### config.mk
export PLATFORM = sky130hd
export DESIGN_NAME = dadd_mc_core
export DESIGN_NICKNAME = d
export VERILOG_FILES = /design/src/rtl/dadd_mc_core.sv
export SDC_FILE = /design/constraint.sdc
export NUM_CORES = 2
export LEC_CHECK = 0
export CORE_UTILIZATION = 60
export CTS_CLUSTER_SIZE = 16
export DETAILED_ROUTE_END_ITERATION = 12
export PLACE_DENSITY = 0.81
export SKIP_LAST_GASP = 1
export SYNTH_ARGS = -nofsm -noshare
export SYNTH_HDL_FRONTEND = slang
export SYNTH_SLANG_ARGS = --single-unit
### constraint.sdc
create_clock -name clk -period 19.6 [get_ports clk]
set_input_delay 2.94 -clock clk [delete_from_list [all_inputs] [get_ports clk]]
set_output_delay 2.94 -clock clk [all_outputs]
set_load 0.01 [all_outputs]
### src/rtl/dadd_mc_core.sv
// Multi-channel add unit: each channel adds its programmable addend to incoming beats,
// buffers the results in a small FIFO, and a round-robin arbiter merges them onto one port.
module dadd_mc_core #(
    parameter int CH_NUM     = 4,
    parameter int DATA_W     = 32,
    parameter int ADDR_W     = 32,
    parameter int FIFO_DEPTH = 4,
    parameter int SAT_MODE   = 0,
    localparam int CW        = (CH_NUM > 1) ? $clog2(CH_NUM) : 1
) (
    input  logic                       clk,
    input  logic                       reset,
    input  logic [CH_NUM-1:0]          dadd_in_en,
    output logic [CH_NUM-1:0]          dadd_in_rdy,
    input  logic [CH_NUM*ADDR_W-1:0]   dadd_in_addr,
    input  logic [CH_NUM*DATA_W-1:0]   dadd_in,
    input  logic                       cfg_we,
    input  logic [CW-1:0]              cfg_ch,
    input  logic [DATA_W-1:0]          cfg_addend,
    output logic                       dadd_out_en,
    input  logic                       dadd_out_rdy,
    output logic [ADDR_W-1:0]          dadd_out_addr,
    output logic [DATA_W-1:0]          dadd_out,
    output logic [CW-1:0]              dadd_out_ch,
    output logic                       dadd_out_ovf
);
    localparam int AW = $clog2(FIFO_DEPTH);
    localparam int PW = AW + 1;
    localparam int EW = ADDR_W + DATA_W + 1;

    logic [CH_NUM-1:0] empty;
    logic [CH_NUM-1:0] full;
    logic [CH_NUM-1:0] push;
    logic [CH_NUM-1:0] pop;
    logic [EW-1:0]     head [CH_NUM];

    generate
        for (genvar gi = 0; gi < CH_NUM; gi++) begin : g_ch
            logic [DATA_W-1:0] addend_q, addend_d;
            logic [PW-1:0]     wr_ptr_q, wr_ptr_d;
            logic [PW-1:0]     rd_ptr_q, rd_ptr_d;
            logic [DATA_W:0]   add_full;
            logic [DATA_W-1:0] result;
            logic [EW-1:0]     mem [FIFO_DEPTH];

            // The sum is formed at the push so the entry already carries result and carry.
            always_comb begin
                add_full = {1'b0, dadd_in[gi*DATA_W +: DATA_W]} + {1'b0, addend_q};
                result   = add_full[DATA_W-1:0];
                if (SAT_MODE != 0 && add_full[DATA_W]) begin
                    result = '1;
                end
                addend_d = addend_q;
                if (cfg_we && cfg_ch == CW'(gi)) begin
                    addend_d = cfg_addend;
                end
                wr_ptr_d = wr_ptr_q + PW'(push[gi]);
                rd_ptr_d = rd_ptr_q + PW'(pop[gi]);
            end

            assign empty[gi]       = (wr_ptr_q == rd_ptr_q);
            assign full[gi]        = (wr_ptr_q[AW-1:0] == rd_ptr_q[AW-1:0]) &&
                                     (wr_ptr_q[AW] != rd_ptr_q[AW]);
            assign dadd_in_rdy[gi] = !full[gi] && !reset;
            assign push[gi]        = dadd_in_en[gi] && dadd_in_rdy[gi];
            assign head[gi]        = mem[rd_ptr_q[AW-1:0]];

            always_ff @(posedge clk) begin
                if (reset) begin
                    addend_q <= '0;
                    wr_ptr_q <= '0;
                    rd_ptr_q <= '0;
                end else begin
                    addend_q <= addend_d;
                    wr_ptr_q <= wr_ptr_d;
                    rd_ptr_q <= rd_ptr_d;
                end
            end

            always_ff @(posedge clk) begin
                if (push[gi]) begin
                    mem[wr_ptr_q[AW-1:0]] <= {dadd_in_addr[gi*ADDR_W +: ADDR_W], result, add_full[DATA_W]};
                end
            end
        end
    endgenerate

    logic [CW-1:0]     rr_q, rr_d;
    logic              out_en_q, out_en_d;
    logic [ADDR_W-1:0] out_addr_q, out_addr_d;
    logic [DATA_W-1:0] out_data_q, out_data_d;
    logic [CW-1:0]     out_ch_q, out_ch_d;
    logic              out_ovf_q, out_ovf_d;
    logic              load;
    logic              grant_vld;
    logic [CW-1:0]     grant_idx;
    logic [CW-1:0]     scan_idx;
    logic [EW-1:0]     head_sel;

    always_comb begin
        grant_vld = 1'b0;
        grant_idx = '0;
        scan_idx  = '0;
        for (int i = 0; i < CH_NUM; i++) begin
            scan_idx = CW'((int'(rr_q) + i) % CH_NUM);
            if (!grant_vld && !empty[scan_idx]) begin
                grant_vld = 1'b1;
                grant_idx = scan_idx;
            end
        end
    end

    // The output stage refills whenever it is empty or being consumed this cycle.
    always_comb begin
        load       = !out_en_q || dadd_out_rdy;
        head_sel   = head[grant_idx];
        pop        = (load && grant_vld) ? (CH_NUM'(1) << grant_idx) : '0;
        rr_d       = rr_q;
        out_en_d   = out_en_q;
        out_addr_d = out_addr_q;
        out_data_d = out_data_q;
        out_ch_d   = out_ch_q;
        out_ovf_d  = out_ovf_q;
        if (load) begin
            out_en_d = grant_vld;
            if (grant_vld) begin
                out_addr_d = head_sel[EW-1 -: ADDR_W];
                out_data_d = head_sel[DATA_W:1];
                out_ovf_d  = head_sel[0];
                out_ch_d   = grant_idx;
                rr_d       = (grant_idx == CW'(CH_NUM - 1)) ? '0 : grant_idx + CW'(1);
            end
        end
    end

    always_ff @(posedge clk) begin
        if (reset) begin
            rr_q       <= '0;
            out_en_q   <= 1'b0;
            out_addr_q <= '0;
            out_data_q <= '0;
            out_ch_q   <= '0;
            out_ovf_q  <= 1'b0;
        end else begin
            rr_q       <= rr_d;
            out_en_q   <= out_en_d;
            out_addr_q <= out_addr_d;
            out_data_q <= out_data_d;
            out_ch_q   <= out_ch_d;
            out_ovf_q  <= out_ovf_d;
        end
    end

    assign dadd_out_en   = out_en_q;
    assign dadd_out_addr = out_addr_q;
    assign dadd_out      = out_data_q;
    assign dadd_out_ch   = out_ch_q;
    assign dadd_out_ovf  = out_ovf_q;

endmodule

## After elaboration in Yosys (flattened, before gate mapping)

Memories as Yosys holds them, arrays and structs flattened. A register that Yosys moved wholly into a read port is not among the register bits.
Index checks and enable logic that the tools add are counted.

- Register bits: 222
- Bits in writable memories: 1040
- Input port bits: 298
- Output and inout port bits: 72
- Word-level logic and storage cells: 128
- Memories: 4

Memory list:

| name | depth | bits a word | rd ports | clocked after memory_dff | write ports | line | RTL |
|---|---|---|---|---|---|---|---|
| g_ch[0].mem | 4 | 65 | 1 | 1 | 1 | 44 | `logic [EW-1:0] mem [FIFO_DEPTH];` |
| g_ch[1].mem | 4 | 65 | 1 | 1 | 1 | 44 |  |
| g_ch[2].mem | 4 | 65 | 1 | 1 | 1 | 44 |  |
| g_ch[3].mem | 4 | 65 | 1 | 1 | 1 | 44 |  |

- $add $sub $neg: 16
- $lt $le $gt $ge: 5
- Eq/ne operators: 16
- Shifts and indexed selects: 1
- Mux-type cells: 33
- Bitwise operators: 1
- Reductions and logical operators: 34

Operators with widths:

| kind | count |
|---|---|
| $add 32x32->33 | 4 |
| $bmux 65 s2 | 1 |
| $mux 65 | 2 |
| $add 3x1->3 | 8 |
| $logic_and 1x1->1 | 20 |
| $mux 2 | 9 |
| $mux 1 | 16 |
| $eq 3x3->1 | 4 |
| $lt 2x3->1 const B | 4 |
| $logic_not 1->1 | 11 |
| $bmux 1 s2 | 4 |
| $eq 2x2->1 | 4 |
| $eq 2x2->1 const B | 3 |
| $add 2x1->2 const B | 2 |
| $add 2x2->2 const B | 2 |
| $mux 4 | 1 |
| $ne 1x1->1 | 4 |
| $shl 1x2->4 const A | 1 |
| $ge 3x3->1 const B | 1 |
| $not 2->3 | 1 |
| $eq 2x1->1 const B | 1 |
| $logic_not 2->1 | 1 |
| $reduce_and 2->1 | 1 |
| $logic_or 1x1->1 | 1 |

## Longest topological paths before layout

- Depth after elaboration: 16
- Mapped depth: 16

## Least setup slack after synthesis

Ideal clock, no wire load.

- Kind: input-to-reg
- From: input reset
- To: memory g_ch[3].mem[0][0] in the netlist's numbering (enable)
- Arrival: 8.450 ns
- Required time: 19.019 ns
- Path slack: 10.568 ns
- Cell stages on the path: 4
- Path buffers: 1
- Cell sequence: clkbuf_1 > a31oi_1 > and2_0 > nor3b_1

- Word-level cells in the longest chain between the ends: 5

RTL lines:

| element | line | RTL |
|---|---|---|
| start, declared | 12 | `input logic reset,` |
| $logic_not 1->1 | 64 | `assign dadd_in_rdy[gi] = !full[gi] && !reset;` |
| $logic_and 1x1->1 | 64 |  |
| named net dadd_in_rdy[3] | 14 | `output logic [CH_NUM-1:0] dadd_in_rdy,` |
| $logic_and 1x1->1 | 65 | `assign push[gi] = dadd_in_en[gi] && dadd_in_rdy[gi];` |
| $mux 1 | 81 | `if (push[gi]) begin` |
| $mux 1 (not written as such) | 82 | `mem[wr_ptr_q[AW-1:0]] <= {dadd_in_addr[gi*ADDR_W +: ADDR_W], result, add_full[DATA_W]};` |
| end, declared | 44 |  |

The timed path passes the listed nets, and every way through them passes these cells.

## Worst setup path after layout

- From: input reset
- To: output dadd_in_rdy[2]

- Word-level cells in the longest chain between the ends: 2

RTL lines:

| element | line |
|---|---|
| $logic_not 1->1 | 64 |
| $logic_and 1x1->1 | 64 |
| end, declared | 14 |

No other way between the ends.

==> reports/results.txt <==
Area grow syn2layout: 16.9%
FF-to-FF Start: g_ch[2].rd_ptr_q[0]
Synth Cell Area: 53,200 um2
Required time worst endpoint: 16.66 ns
Crit start category: input port
Post-CTS Setup Bufs: 0
Initial Util: 60.9%
FF-to-FF path depth: 12
Final WL: 141 mm
Yosys reg bits: 1,262
Critical Path Fanout Max: 36
DRC viols: 0
First-pass GRT wire length: 206 mm
Nets: 4,318
Global Route Usage Sum: 31.5%
Post-Syn Nets: 3,948
HP Class: reg -> reg
Fin util: 71.3%
Die W: 300 um
Minimum clock period after layout: 7.11 ns
Post-synth EDFFs: 1,040
Vias: 32,348
Status: completed
Endpoint type of the worst setup path: output pin
Main synth FF type: edfxtp_1
Final setup vio count: 0
Clock root cell: clkbuf_16
R2r setup slk: 14.77 ns
Final Hold Fails: 0
Vias in the first global route: 32,597
Fin crit share: 36.3%
Routed wire length per instance: 27.5 um
I/O pin count: 370
Distinct cell type count after synthesis: 81
Final TNS setup: 0 ns
Area contributors post-synth: edfxtp_1, mux4_2, dfxtp_1
Worst-path clk slew: 0.06 ns
Fin Hold WS: 0.458 ns
Worst clock skew: 0.0478 ns
Resize count post-CTS: 0
Die H: 300 um
# H-tree levels: 3
Hold buffer count at cts: 0
CTS tree: built
Dominant cell type by area after synthesis: edfxtp_1
Slew HR: 10.3%
Die Area: 89,900 um2
Fmax: 0.141 GHz
Top cell type's share of synthesized area: 58.7%
Drt via density: 6.30
Hold path cells: 2
Gate Count Post-Synth: 3,498
DR pass1 iterations: 6
Mapped Avg Cell Area: 15.2 um2
Setup CP Type: in -> out
Share of cells above drive strength 1: 14.2%
Ys async rst share: 0%
Most frequent cells in the layout: edfxtp_1, nand2_1, clkdlybuf4s50_1
Worst-margin pin slew: 1.34 ns
Commonest non-fill, non-tap cell in the layout: edfxtp_1
CTS Buffer Depth: 3
Worst min-delay path endpoint: g_ch[0].addend_q[17]
RSZ-0062 raised after global routing: false
Initial antenna violation count: 17
Maximum vdd drop: 80.7 uV
Power per standard cell area: 111 nW/um2
Max_cap viols: 0
Share of the yosys chip area belonging to registers: 67.1%
Grt ovf: 0
Pin count of the biggest net entering global routing: 80
Rows: 108
Port Buffers: 369
Yosys warning count: 0
GP Congestion: 0.919
Total clock sinks: 1,262
Final Max Tran Viols: 0
Total core area: 87,300 um2
DP HPWL: 92.0 mm
Clk Latency, worst-skew pair: 0.72 ns
Leakage power figure: 0.0218 uW
R2R Path End: g_ch[3].rd_ptr_q[1]
Hold Startpoint: g_ch[0].addend_q[17]
Worst EP arrival: 4.17 ns
CTS Buf Count: 120
Final ANT Viol Nets: 0
Detailed Route Iter0 Violations: 3,181
power breakdown:
group	total (uW)	internal [uW]	switching, uW	leakage, uW
Clock	2330	1320	1010	0.00195
Combinational	1400	569	832	0.00863
Sequential	3160	3040	118	0.0113
Total	6890	4940	1960	0.0218
logic make-up (layout without fill, tap and decap cells):
logic type	count (synthesis)	after routing	share of synthesized area [%]
compound gates	700	700	8.43
xor+xnor	121	121	1.99
fa+ha+maj	152	152	3.63
buf+inv	215	692	1.61
flops	1262	1262	67.1
mux	265	265	11.1
other cells	0	2	0
simple gates	783	783	6.18
worst max path at each step:
stage / startpoint / to / slack (ns) / depth (start not counted)
floorplan: reset / g_ch[3].mem[0][0] / 10.57 / 4
global placement: reset / dadd_in_rdy[2] / 12.61 / 3
finish: reset / dadd_in_rdy[2] / 12.49 / 3
CTS: reset / dadd_in_rdy[2] / 12.60 / 3
global route: reset / dadd_in_rdy[2] / 12.48 / 3
detailed placement: reset / dadd_in_rdy[2] / 12.60 / 3
critical path, cell delays in order:
cell and delay (ns):
buf_6 0.18, nor2_1 0.39, clkdlybuf4s50_1 0.62
metrics by stage:
step / setup WS (ns) / power (uW) / cell area, um2 / std cells
final: 12.49 / 6890 / 62200 / 5132
after global routing: 12.48 / 7120 / 62200 / 5132
after CTS: 12.60 / 6920 / 62200 / 5130
after detailed placement: 12.60 / 4610 / 58200 / 4901
after global placement: 12.61 / 4580 / 58200 / 4901
after floorplan: 10.57 / 4030 / 53200 / 3498
flip-flops by register name, summed over array words and instances (netlist names):
signal,flops
g_ch.rd_ptr_q,12
rr_q,2
dadd_out_ovf,1
g_ch.addend_q,128
dadd_out_addr,32
dadd_out_en,1
g_ch.mem,1040
g_ch.wr_ptr_q,12
dadd_out,32
dadd_out_ch,2
cell type report:
cell class	count	area (um2)
diodes	2	5.00
clock buffers	156	3300
clock inverters	73	736
fillers	5597	25100
inverters	49	186
multi-input cells	2021	16800
flip-flops and latches	1262	35700
well taps	1155	1450
repair buffers	414	4030
layer usage:
metal / track usage, % / vias up / wire (um)
li1: - / 14236 / -
met1: 39.3 / 16115 / 50400
met2: 51.8 / 1638 / 69100
met3: 7.73 / 331 / 14000
met4: 15.6 / 28 / 7680
met5: 0 / - / 173
cell usage after synthesis (8+ instances only):
library cell  count
a211o_1          69
a211oi_1         17
a21o_1           58
a21oi_1         347
a31oi_1           8
and3_1           12
buf_2            26
clkbuf_1        130
dfxtp_1         222
edfxtp_1       1040
ha_1            148
inv_1            48
mux4_2          260
nand2_1         566
nand2b_1         15
nand3_1          16
nand4_1          12
nor2_1           80
nor2b_1          27
nor3_1           17
o211ai_1          8
o21a_1           22
o21ai_0          54
o21bai_1         31
o31a_1            9
xnor2_1          80
xor2_1           41
(Power assumes the default switching activity.)
